===== config.mk =====
export PLATFORM = sky130hd
export DESIGN_NAME = cmem_loader
export DESIGN_NICKNAME = d
export VERILOG_FILES = /design/src/rtl/cmem_pkg.sv /design/src/rtl/cmem_loader.sv
export SDC_FILE = /design/constraint.sdc
export NUM_CORES = 1
export LEC_CHECK = 0
export BUFFER_PORTS_ARGS = -buffer_cell sky130_fd_sc_hd__buf_2
export CORE_UTILIZATION = 54
export CTS_CLUSTER_DIAMETER = 80
export CTS_CLUSTER_SIZE = 8
export DETAILED_ROUTE_END_ITERATION = 6
export GPL_TIMING_DRIVEN = 0
export PLACE_DENSITY = 0.84
export REMOVE_ABC_BUFFERS = 1
export SLEW_MARGIN = 20
export SYNTH_ARGS = -nofsm -noshare
export SYNTH_HDL_FRONTEND = slang
export SYNTH_SLANG_ARGS = --single-unit
export TNS_END_PERCENT = 100

===== constraint.sdc =====
create_clock -name clk -period 3.6 [get_ports clk]
set_input_delay 0 -clock clk [delete_from_list [all_inputs] [get_ports clk]]
set_output_delay 0 -clock clk [all_outputs]
set_load 0.03 [all_outputs]

===== src/rtl/cmem_pkg.sv =====
// rtl/cmem_pkg.sv - shared cmem geometry, strobe polarity and loader state encoding
package cmem_pkg;

  localparam int CMEM_AW    = 8;
  localparam int CMEM_DW    = 20;
  localparam int CMEM_DEPTH = 256;

  // cmem CEN/WEN are active low
  localparam logic CMEM_ON  = 1'b0;
  localparam logic CMEM_OFF = 1'b1;

  typedef enum logic [1:0] {
    CMEM_LD_IDLE = 2'd0,
    CMEM_LD_LOAD = 2'd1,
    CMEM_LD_DONE = 2'd2
  } cmem_ld_state_e;

endpackage


===== src/rtl/cmem_loader.sv =====
// rtl/cmem_loader.sv - stream-to-cmem write sequencer; optional CMEM_LOADER_CKSUM_EN adds cksum output
module cmem_loader
  import cmem_pkg::*;
#(
  parameter int AW    = CMEM_AW,
  parameter int DW    = CMEM_DW,
  parameter int DEPTH = CMEM_DEPTH
) (
  input  logic          clk,
  input  logic          rst_n,
  input  logic          start,
  input  logic [AW-1:0] base_addr,
  input  logic [AW:0]   count,
  input  logic          abort,
  input  logic [DW-1:0] in_data,
  input  logic          in_valid,
  output logic          in_ready,
  output logic          CEN,
  output logic          WEN,
  output logic [AW-1:0] CADDR,
  output logic [DW-1:0] D,
  output logic          busy,
  output logic          done,
`ifdef CMEM_LOADER_CKSUM_EN
  output logic [DW-1:0] cksum,
`endif
  output logic          wrapped
);

  localparam logic [1:0] S_IDLE = CMEM_LD_IDLE;
  localparam logic [1:0] S_LOAD = CMEM_LD_LOAD;
  localparam logic [1:0] S_DONE = CMEM_LD_DONE;

  localparam logic [AW-1:0] PTR_LAST = AW'(DEPTH - 1);

  logic [1:0]    state;
  logic [AW-1:0] ptr;
  logic [AW:0]   rem;
  logic          hs;

  // Accept only while loading; abort blocks the word offered in the same cycle
  always_comb begin
    in_ready = (state == S_LOAD) & ~abort;
    hs       = in_valid & in_ready;
    busy     = (state != S_IDLE);
  end

  // FSM, address pointer, remaining count and registered cmem write port
  always_ff @(posedge clk or negedge rst_n) begin
    if (!rst_n) begin
      state   <= S_IDLE;
      ptr     <= '0;
      rem     <= '0;
      CEN     <= CMEM_OFF;
      WEN     <= CMEM_OFF;
      CADDR   <= '0;
      D       <= '0;
      done    <= 1'b0;
      wrapped <= 1'b0;
    end else begin
      done <= 1'b0;
      CEN  <= CMEM_OFF;
      WEN  <= CMEM_OFF;
      case (state)
        S_IDLE: begin
          if (start) begin
            ptr     <= base_addr;
            rem     <= count;
            wrapped <= 1'b0;
            state   <= (count != '0) ? S_LOAD : S_DONE;
          end
        end
        S_LOAD: begin
          if (abort) begin
            state <= S_IDLE;
          end else if (hs) begin
            CEN   <= CMEM_ON;
            WEN   <= CMEM_ON;
            CADDR <= ptr;
            D     <= in_data;
            ptr   <= ptr + AW'(1);
            rem   <= rem - (AW+1)'(1);
            // only a wrap if another word follows the write to the top address
            if ((ptr == PTR_LAST) && (rem > (AW+1)'(1))) begin
              wrapped <= 1'b1;
            end
            if (rem == (AW+1)'(1)) begin
              state <= S_DONE;
            end
          end
        end
        S_DONE: begin
          // final write is being committed this cycle; report on the next
          state <= S_IDLE;
          done  <= 1'b1;
        end
        default: state <= S_IDLE;
      endcase
    end
  end

`ifdef CMEM_LOADER_CKSUM_EN
  // Running sum of accepted words, restarted on each accepted start
  always_ff @(posedge clk or negedge rst_n) begin
    if (!rst_n) begin
      cksum <= '0;
    end else if ((state == S_IDLE) && start) begin
      cksum <= '0;
    end else if (hs) begin
      cksum <= cksum + in_data;
    end
  end
`endif

endmodule


-- Word-level counts from Yosys, hierarchy flattened
Index checks and enable logic that the tools add are counted.
- logic and storage cells: 56
- bits in registers: 50
- output and inout port bits: 34
- equal/unequal tests: 10
- multiplexer cells: 23
- add/subtract/negate cells: 2
- bitwise operators: 3
- reductions and logical operators: 9
- $lt $le $gt $ge: 1
- operators by type and width (cell ; number):
    two-way mux 9 bit ; 3
    two-way mux 8 bit ; 3
    one-hot mux 9 bit (2 select lines) ; 1
    one-hot mux 8 bit (2 select lines) ; 1
    two-way mux 2 bit ; 5
    == test 9 x 1 -> 1 bit (second input constant) ; 1
    > comparator 9 x 1 -> 1 bit (second input constant) ; 1
    nonzero test 9 bit ; 1
    subtractor 9 x 1 -> 9 bit (second input constant) ; 1
    adder 8 x 1 -> 8 bit (second input constant) ; 1
    == test 8 bit (second input constant) ; 1
    two-way mux 1 bit ; 8
    inequality test 2 bit (second input constant) ; 3
    AND reduction 3 bit ; 2
    AND reduction 5 bit ; 1
    one-hot mux 2 bit (2 select lines) ; 1
    AND reduction 4 bit ; 1
    nonzero test 2 bit ; 2
    inequality test 3 x 2 -> 1 bit (second input constant) ; 1
    inequality test 3 bit (second input constant) ; 1
    bitwise AND 1 bit ; 2
    == test 2 x 1 -> 1 bit (second input constant) ; 1
    == test 2 bit (second input constant) ; 1
    logical NOT 2 bit ; 1
    4 further kinds ; 4

-- Longest topological paths before layout
Gate-level depths: netlist of run 1.
- word-level depth: 6
- depth in mapped cells: 8
- mapped depth without buffers: 6

-- Least setup slack after synthesis of run 1
Ideal clock, no wire load.
- path kind: flip-flop to flip-flop
- start: register rem[6]
- end: register state[0]
- slack: 1749 ps
- data arrival time: 1732 ps
- data required time: 3480 ps
- path buffers: 0
- cell stages (with the launch flop): 5
- setup time: 120 ps
- period minus slack after synthesis: 1851 ps
- cell sequence: dfrtp_1 > or4_4 > or3_4 > o31a_1 > a31o_1
- word-level cells in the longest chain between the ends: 3
- ends and longest elaborated chain (what ; RTL line ; source):
    from (decl) ; cmem_loader.sv:38 ; logic [AW:0] rem;
    from (signal assigned) ; cmem_loader.sv:68 ; rem <= count;
    from (signal assigned) ; cmem_loader.sv:82 ; rem <= rem - (AW+1)'(1);
    == test 9 x 1 -> 1 bit ; cmem_loader.sv:87 ; if (rem == (AW+1)'(1)) begin
    inequality test 3 x 2 -> 1 bit (no line) ; - ;
    AND reduction 3 bit (no line) ; - ;
    to (signal assigned) ; cmem_loader.sv:70 ; state <= (count != '0) ? S_LOAD : S_DONE;
    to (decl) ; cmem_loader.sv:36 ; logic [1:0] state;
No other way between the ends.
A chain may end at the register's enable or synchronous reset.

-- Worst setup path after layout of run 1
- start: register state[0]
- end: register D[7]
- word-level cells in the longest chain between the ends: 4
- ends and longest elaborated chain (what ; RTL line ; source):
    == test 2 x 1 -> 1 bit * ; cmem_loader.sv:43, cmem_loader.sv:64 ;
    bitwise AND 1 bit ; cmem_loader.sv:43 ; in_ready = (state == S_LOAD) & ~abort;
    bitwise AND 1 bit ; cmem_loader.sv:44 ; hs = in_valid & in_ready;
    AND reduction 3 bit (no line) * ; - ;
    to (signal assigned) ; cmem_loader.sv:80 ; D <= in_data;
    to (decl) ; cmem_loader.sv:21 ; output logic [DW-1:0] D,
Every way passes the cells marked *; elsewhere a longest branch is shown, timed or not.

==> flow_metrics.tcl, run 1 <==
set metrics [dict create \
    drc_errors 0 \
    whs_ns 0.0183 \
    status "completed" \
    synthCells 273 \
    area_growth_pct 33.5 \
    hold_class "in -> reg" \
    max_freq_mhz 329 \
    fin_util 0.766 \
    wire_per_inst_um 14.9 \
    yosysUniqueCellTypes 44 \
    postCtsResizedCells 0 \
    die_h_um 67.9 \
    fin_tns_setup_ns 0 \
    synth_ff_type "dfrtp_1" \
    htree_levels 2 \
    diodes 0 \
    fin_crit_sh 0.845 \
    rsz0062_at_grt "false" \
    maxCapViolCount 0 \
    placed_cell_area_um2 2730 \
    cp-end-kind "flop" \
    crit_type "reg -> reg" \
    port_buffers 75 \
    grt_pass1_vias 2106 \
    worstPathArrival_ns 3.22 \
    worst_skew_pair.late_latency_ns 0.30 \
    cts-root-buf "clkbuf_8" \
    finClkSkew_ns 0.00744 \
    setup_viol 0 \
    globalplace.congestion 0.802 \
    antenna_found_initial 0 \
    power_density_nw_per_um2 857 \
    dr_total_vias 2308 \
    tightest_slew_ns 1.04 \
    leakagePower_nw 1.59 \
    hpwl_um 3680 \
    dp_cells 384 \
    async_reset_ff_frac 1.00 \
    clockBufferDepth 2 \
    io_pins 76 \
    cts_inserted_buffers 5 \
    initial_core_util 0.574 \
    dieArea_um2 4610 \
    overflow 0 \
    drive_gt1_frac 0.246 \
    cts_sinks 50 \
    total_power_mw 2.68 \
    ys_ff_latch 50 \
    clkSlewWorstSetupHoldPaths_ns 0.09 \
    final_nets 414 \
    syn_area_um2 2350 \
    route.antenna.remaining_nets 0 \
    finalHoldViolCount 0 \
    grt_pass1_wl_um 9430 \
    required_ns 3.78 \
    yosysSeqAreaShare 0.534 \
    final.setup.worst_slack_ns 0.558 \
    dr.pass1.iters 4 \
    slew-limit-headroom 0.305 \
    period_needed_ns 3.04 \
    syn-mean-instance-area_um2 8.59 \
    finalNonFillerCells 420 \
    routed_wirelength_um 6250 \
    dieWidth_um 67.9 \
    vdd_drop_max_v 0.000369 \
    final_area_um2 3130 \
    synth_edf_count 0 \
    start_kind "flop" \
    coreArea_um2 4090 \
    ys_warn_count 0 \
    slew_violations 0 \
    cts_tree "done" \
    dp_slack_ns 0.604 \
    grt_max_degree 51 \
    drt-vias-per-instance 5.50 \
    path_max_fanout 30 \
    dr.first_iter.drc_count 169 \
    grt_usage 0.282 \
    placementRows 23 \
]
report_power, final:
part / total [mW] / internal, mW / switching (mW) / leakage (nW)
Clock: 0.401 / 0.226 / 0.174 / 0.0585
Combinational: 1.24 / 0.404 / 0.837 / 0.921
Sequential: 1.04 / 0.820 / 0.221 / 0.607
Total: 2.68 / 1.45 / 1.23 / 1.59
area by class of cell:
class,count,area (µm²)
clock buffer,7,86.3
clock inverter,1,30.0
fill,265,955
inverter,8,30.0
multi-input combinational,201,1010
sequential,50,1250
tap,50,62.6
timing repair buffer,103,658
flip-flops by register name, indices dropped and copies added (netlist names):
| register | flops |
|---|---|
| CADDR | 8 |
| state | 2 |
| rem | 9 |
| D | 20 |
| ptr | 8 |
| done | 1 |
| WEN | 1 |
| wrapped | 1 |
critical path, cell delays in order, from the launching register on:
cell and delay, ns:
dfrtp_1 0.48, nor2b_2 0.73, and2_1 0.92, inv_2 0.47
nand2_1 0.22, nand2_1 0.08
what timing repair did:
| item | in CTS | in global routing |
|---|---|---|
| hold endpoints to repair | 76 | 0 |
| hold buffers | 28 | 0 |
| setup buffers | 0 | 0 |
worst paths after layout:
check / startpoint / slack (ns) / cells past startpoint / end
setup / recovery: state[0] / 0.56 / 5 / D[7]
setup reg to reg: state[0] / 0.56 / 5 / D[7]
max in group asynchronous: rst_n / 2.94 / 2 / D[10]
hold / removal: base_addr[3] / 0.02 / 3 / ptr[3]
hold reg to reg: D[9] / 0.48 / 2 / D[9]
min in group asynchronous: rst_n / 0.24 / 2 / D[1]
layer usage:
metal	routed length, µm	vias up	share of wire	global-route usage
met2	3150	85	0.50	0.515
met4	80	0	0.013	0.0964
met1	2630	1101	0.42	0.317
li1	-	1113	-	-
met5	0	-	0	0
met3	397	9	0.064	0.0717
cell usage after synthesis, types with 3 or more instances:
library cell  count  area share
nand2_1          91        0.15
dfrtp_1          49        0.52
a21oi_1          17       0.036
nor2_1           17       0.027
clkbuf_1         12       0.019
o21ai_0          12       0.026
o21ai_1           8       0.017
inv_1             7       0.011
nand3_1           5       0.011
nor3_1            5       0.011
o22ai_1           4       0.011
a22oi_1           3      0.0096
ha_1              3       0.016
nor2b_1           3      0.0080
kinds of logic after synthesis:
group	Yosys count	share of synthesized area
AO/OA/AOI/OAI	61	0.161
adder cells (fa/ha/maj)	3	0.0160
buffers and inverters	22	0.0373
flip-flops	50	0.534
AND/OR/NAND/NOR	137	0.252
cell usage in the layout (no fill, tap or decap), drive strengths merged, types with 2 or more instances in the layout:
cell type	netlist	layout
or3	2	2
a21oi	17	17
or4	2	2
inv	8	8
dfrtp	49	49
nand2b	2	2
nand3	5	5
dlygate4sd3	0	28
o2bb2ai	2	2
o21ai	20	20
ha	3	3
o41ai	2	2
nor2	17	17
nor3	6	6
a22oi	3	3
clkbuf	12	7
nand2	91	91
or2	2	2
o22ai	4	4
nand3b	2	2
and2	2	2
buf	2	75
a31o	2	2
a2bb2oi	2	2
o22a	2	2
nor2b	3	3
No activity file was read; power rests on OpenSTA's default activity.
==> inputs of run 2 (changes only) <==
--- a/config.mk
+++ b/config.mk
@@ -6,12 +6,12 @@
 export NUM_CORES = 1
 export LEC_CHECK = 0
 export BUFFER_PORTS_ARGS = -buffer_cell sky130_fd_sc_hd__buf_2
-export CORE_UTILIZATION = 54
+export CORE_UTILIZATION = 50
 export CTS_CLUSTER_DIAMETER = 80
 export CTS_CLUSTER_SIZE = 8
 export DETAILED_ROUTE_END_ITERATION = 6
 export GPL_TIMING_DRIVEN = 0
-export PLACE_DENSITY = 0.84
+export PLACE_DENSITY = 0.79
 export REMOVE_ABC_BUFFERS = 1
 export SLEW_MARGIN = 20
 export SYNTH_ARGS = -nofsm -noshare
==> constraint.sdc (replaced) <==
create_clock -name clk -period 3.18 [get_ports clk]
set_input_delay 0 -clock clk [delete_from_list [all_inputs] [get_ports clk]]
set_output_delay 0 -clock clk [all_outputs]
set_load 0.03 [all_outputs]
==> flow_metrics.tcl, run 2 (synthesized netlist as in run 1, its figures left out) <==
set metrics [dict create \
    status "finished, violations left" \
    violations "design-rule violations" \
    dieWidth_um 70.5 \
    max_freq_mhz 384 \
    ff2ff_path_depth 5 \
    finalHoldViolCount 0 \
    drive_gt1_frac 0.250 \
    slew_violations 0 \
    cts_inserted_buffers 5 \
    crit_start "state[0]" \
    tightest_slew_ns 0.787 \
    die_h_um 70.5 \
    p_int_mw 1.62 \
    vdd_drop_max_v 0.000426 \
    coreArea_um2 4440 \
    wire_per_inst_um 15.3 \
    top_regs "D x20, rem x9" \
    dp_cells 386 \
    routed_wirelength_um 6440 \
    diodes 0 \
    slew-limit-headroom 0.473 \
    fin_tns_setup_ns 0 \
    p_seq_frac 0.389 \
    cp-end-kind "flop" \
    crit_type "reg -> reg" \
    largest_reg_flops 20 \
    regMostFlops "D" \
    initial_core_util 0.528 \
    leakagePower_nw 1.57 \
    final_area_um2 3110 \
    placementRows 24 \
    worstHoldEndpoint "rem[4]" \
    swShare 0.467 \
    fin_crit_sh 0.819 \
    final_common_cell "nand2_1" \
    worstPathArrival_ns 2.79 \
    cts_tree "done" \
    area_growth_pct 32.5 \
    globalplace.congestion 0.863 \
    final_nets 412 \
    p_clk_frac 0.147 \
    worst_skew_pair.late_latency_ns 0.30 \
    finalNonFillerCells 420 \
    power_switching_mw 1.42 \
    finClkSkew_ns 0.00656 \
    cts_sinks 50 \
    power_frac_comb 0.464 \
    maxCapViolCount 0 \
    hold_start "count[4]" \
    period_needed_ns 2.60 \
    cts-root-buf "clkbuf_8" \
    grt_max_degree 51 \
    overflow 0 \
    power_density_nw_per_um2 976 \
    hold_depth 3 \
    fin_util 0.700 \
    dieArea_um2 4970 \
    final_cell_mix "91 x nand2_1, 74 x buf_2, 49 x dfrtp_1" \
    port_buffers 75 \
    dr.first_iter.drc_count 206 \
    io_pins 76 \
    route.antenna.remaining_nets 0 \
    rr_endpoint "D[5]" \
    drc_errors 20 \
    drt-vias-per-instance 5.52 \
    grt_pass1_wl_um 10400 \
    start_kind "flop" \
    antenna_found_initial 0 \
    r2r_slack_ns 0.58 \
    setup_viol 0 \
    rsz0062_at_grt "false" \
    htree_levels 2 \
    placed_cell_area_um2 2740 \
    clockBufferDepth 2 \
    path_max_fanout 30 \
    required_ns 3.36 \
    hold_class "in -> reg" \
    dr.pass1.iters 7 \
    grt_pass1_vias 2242 \
    dr_total_vias 2317 \
    grt_usage 0.270 \
    r2r-start "state[0]" \
    clkSlewWorstSetupHoldPaths_ns 0.09 \
    hpwl_um 3630 \
]
run 2: worst max path at each step:
stage / cells past startpoint / slack [ns] / to
finish: 5 / 0.58 / D[5]
global route: 5 / 0.33 / D[5]
CTS: 5 / 0.20 / CADDR[4]
detailed placement: 5 / 0.23 / CADDR[4]
global placement: 5 / -0.13 / CADDR[4]
floorplan: 5 / 0.70 / CADDR[4]
run 2: critical path: stages (launching register included):
cell and delay, ns:
dfrtp_1 0.48, nor2b_2 0.71, and2_2 0.65, inv_2 0.37, nand2_1 0.20, nand2_1 0.09
run 2: power by group through the flow:
stage / logic, mW / registers [mW] / clock network (mW)
after global placement: 1.31 / 1.15 / 0
after floorplan: 0.598 / 1.50 / 0
final: 1.41 / 1.18 / 0.448
after detailed placement: 1.35 / 1.17 / 0
after global routing: 1.54 / 1.21 / 0.479
after CTS: 1.37 / 1.15 / 0.449
run 2: cell type report:
type	count	area [µm²]
clock buffers	6	72.6
clock inverters	2	37.5
fillers	327	1340
inverters	8	30.0
multi-input cells	201	1010
flip-flops and latches	50	1250
well taps	52	65.1
repair buffers	101	638
run 2: repair_timing:
item	CTS	global route
hold buffers	26	0
setup buffers	0	0
endpoints found under the setup margin	0	28
gates resized for setup	0	1
endpoints found under the hold margin	74	0
run 2: metal layers:
layer | up-vias | share of wire | GRT usage
met2 | 84 | 0.50 | 0.466
met4 | 0 | 0.023 | 0.0884
met5 | - | 0 | 0
li1 | 1116 | - | -
met3 | 18 | 0.063 | 0.0505
met1 | 1099 | 0.42 | 0.343
run 2: per-stage QoR:
stage | power (mW) | setup WS [ns] | hold WS, ns
3_3_place_gp | 2.46 | -0.128 | 0.189
4_1_cts | 2.98 | 0.205 | 0.00412
5_1_grt | 3.23 | 0.327 | 0.0220
2_1_floorplan | 2.10 | 0.703 | -0.296
3_5_place_dp | 2.51 | 0.227 | 0.198
6_report | 3.04 | 0.577 | 0.00765
==> inputs of run 3 (changes only) <==
--- a/config.mk
+++ b/config.mk
@@ -5,13 +5,14 @@
 export SDC_FILE = /design/constraint.sdc
 export NUM_CORES = 1
 export LEC_CHECK = 0
+export ABC_AREA = 1
 export BUFFER_PORTS_ARGS = -buffer_cell sky130_fd_sc_hd__buf_2
-export CORE_UTILIZATION = 50
+export CORE_UTILIZATION = 51
 export CTS_CLUSTER_DIAMETER = 80
 export CTS_CLUSTER_SIZE = 8
 export DETAILED_ROUTE_END_ITERATION = 6
 export GPL_TIMING_DRIVEN = 0
-export PLACE_DENSITY = 0.79
+export PLACE_DENSITY = 0.8
 export REMOVE_ABC_BUFFERS = 1
 export SLEW_MARGIN = 20
 export SYNTH_ARGS = -nofsm -noshare
==> constraint.sdc (replaced) <==
create_clock -name clk -period 2.63 [get_ports clk]
set_input_delay 0 -clock clk [delete_from_list [all_inputs] [get_ports clk]]
set_output_delay 0 -clock clk [all_outputs]
set_load 0.03 [all_outputs]
==> flow_metrics.tcl, run 3 <==
set metrics [dict create \
    status "completed" \
    hold_class "in -> reg" \
    ys_warn_count 0 \
    multi_input_area_um2 1090 \
    nFillCells 329 \
    start_kind "flop" \
    yosysTopAreaCell "dfrtp_1" \
    io_pins 76 \
    routed_wirelength_um 5560 \
    post_cts_buffers 0 \
    worstPathArrival_ns 2.44 \
    clkSlewWorstSetupHoldPaths_ns 0.09 \
    rsz0062_at_grt "false" \
    power_density_nw_per_um2 1270 \
    maxCapViolCount 0 \
    placementRows 24 \
    hpwl_um 3260 \
    globalplace.congestion 0.839 \
    synthTopCellsByArea "dfrtp_1 50%, mux2_4 10%, nand2_1 6.5%" \
    placed_cell_area_um2 2820 \
    vdd_drop_max_v 0.000543 \
    cts_tree "done" \
    antenna_found_initial 0 \
    syn-mean-instance-area_um2 9.82 \
    synth_top_area_frac 0.497 \
    finalNonFillerCells 402 \
    period_needed_ns 2.21 \
    drc_errors 0 \
    synth_ff_type "dfrtp_1" \
    ys_ff_latch 50 \
    dieArea_um2 5120 \
    regMostFlops "D" \
    final_nets 394 \
    largest_reg_flops 20 \
    syn_area_um2 2460 \
    cp-end-kind "flop" \
    dieWidth_um 71.5 \
    grt_pass1_wl_um 8900 \
    synth_edf_count 0 \
    dr.pass1.iters 4 \
    final_common_cell "buf_2" \
    synth.most_common_cell "dfrtp_1" \
    leakagePower_nw 1.64 \
    clockBufferDepth 2 \
    top_regs "D x20, rem x9" \
    yosysSeqAreaShare 0.508 \
    required_ns 2.86 \
    wire_per_inst_um 13.8 \
    drive_gt1_frac 0.323 \
    coreArea_um2 4500 \
    grt_max_degree 51 \
    cts_inserted_buffers 5 \
    diodes 0 \
    drt-vias-per-instance 5.13 \
    dr_total_vias 2063 \
    initial_core_util 0.547 \
    max_freq_mhz 453 \
    dp_cells 367 \
    dr.first_iter.drc_count 121 \
    cts-root-buf "clkbuf_8" \
    yosysUniqueCellTypes 29 \
    finalHoldViolCount 0 \
    final_cell_mix "74 x buf_2, 49 x dfrtp_1, 43 x nand2_1" \
    worst_skew_pair.late_latency_ns 0.30 \
    area_growth_pct 31.1 \
    async_reset_ff_frac 1.00 \
    finClkSkew_ns 0.00723 \
    htree_levels 2 \
    overflow 0 \
    synthCells 251 \
    grt_pass1_vias 1970 \
    register_area_um2 1250 \
    die_h_um 71.5 \
    slew_violations 0 \
    fin_util 0.718 \
    setup_viol 0 \
    route.antenna.remaining_nets 0 \
    synthTopCellsByCount "49 x dfrtp_1, 43 x nand2_1, 28 x nor2_1, 25 x o21ai_0, 18 x inv_1" \
    slew-limit-headroom 0.588 \
    whs_ns 0.0118 \
    grt_usage 0.229 \
    port_buffers 75 \
    fin_crit_sh 0.840 \
    path_max_fanout 39 \
    final_area_um2 3230 \
    tightest_slew_ns 0.614 \
    crit_type "reg -> reg" \
    cts_sinks 50 \
]
## run 3: power by group
part / switching (mW) / leakage (nW) / internal [mW]
Sequential: 0.245 / 0.602 / 1.15
Clock: 0.244 / 0.0585 / 0.310
Combinational: 1.39 / 0.980 / 0.788
Total: 1.88 / 1.64 / 2.25
## run 3: path summary, 6_finish.rpt
kind | from | end | slack [ns] | cells past startpoint
max | state[1] | rem[8] | 0.42 | 7
min | base_addr[6] | ptr[6] | 0.01 | 3
max reg2reg | state[1] | rem[8] | 0.42 | 7
min reg2reg | state[0] | done | 0.48 | 1
max in group asynchronous | rst_n | CADDR[3] | 1.96 | 2
min in group asynchronous | rst_n | D[11] | 0.24 | 2
## run 3: final cells by class
type | count | share of cell area
Sequential cell | 50 | 0.388
Multi-Input combinational cell | 173 | 0.338
Timing Repair Buffer | 101 | 0.197
Clock buffer | 7 | 0.0267
Inverter | 18 | 0.0209
Tap cell | 52 | 0.0201
Clock inverter | 1 | 0.00929
## run 3: routing by layer
metal  global-route usage  wire, µm  share of wire  vias up
li1                     -         -              -     1029
met1                0.310      2570           0.46      948
met2                0.365      2520           0.45       80
met3               0.0563       424          0.076        6
met4               0.0741        44         0.0079        0
met5                    0         0              0        -
## run 3: cells by family (layout without fill, tap and decap cells)
kind of cell	after synthesis	in the layout	share of synthesized area
xor gates and xnor gates	7	7	0.0249
adders and majority gates	3	3	0.0152
buffers and inverters	29	127	0.0604
muxes	22	22	0.126
AOI/OAI and AO/OA	49	50	0.109
DFF	50	50	0.508
and+or+nand+nor	91	91	0.156
## run 3: timing repair
item                       CTS  global route
gates cloned                 1             0
gates resized for setup      1             2
hold endpoints to repair    74             0
pin swaps                    1             0
setup endpoints to repair   14            14
hold buffers                26             0
## run 3: critical path: stages, from the launching register on
cell and delay [ns]:
dfrtp_1 0.39, inv_1 0.08, nand2_2 0.27, nor2_4 0.25
nand2_4 0.35, a21oi_4 0.46, o21ai_0 0.15, o21ai_0 0.18
## run 3: per-stage QoR
step	total power, mW	worst slack (ns)	setup TNS [ns]
CTS	4.10	0.0265	0
detailed placement	3.47	-0.405	-4.04
finish	4.12	0.422	0
global route	4.41	0.243	0
global placement	3.41	-0.292	-2.83
floorplan	2.92	0.128	0
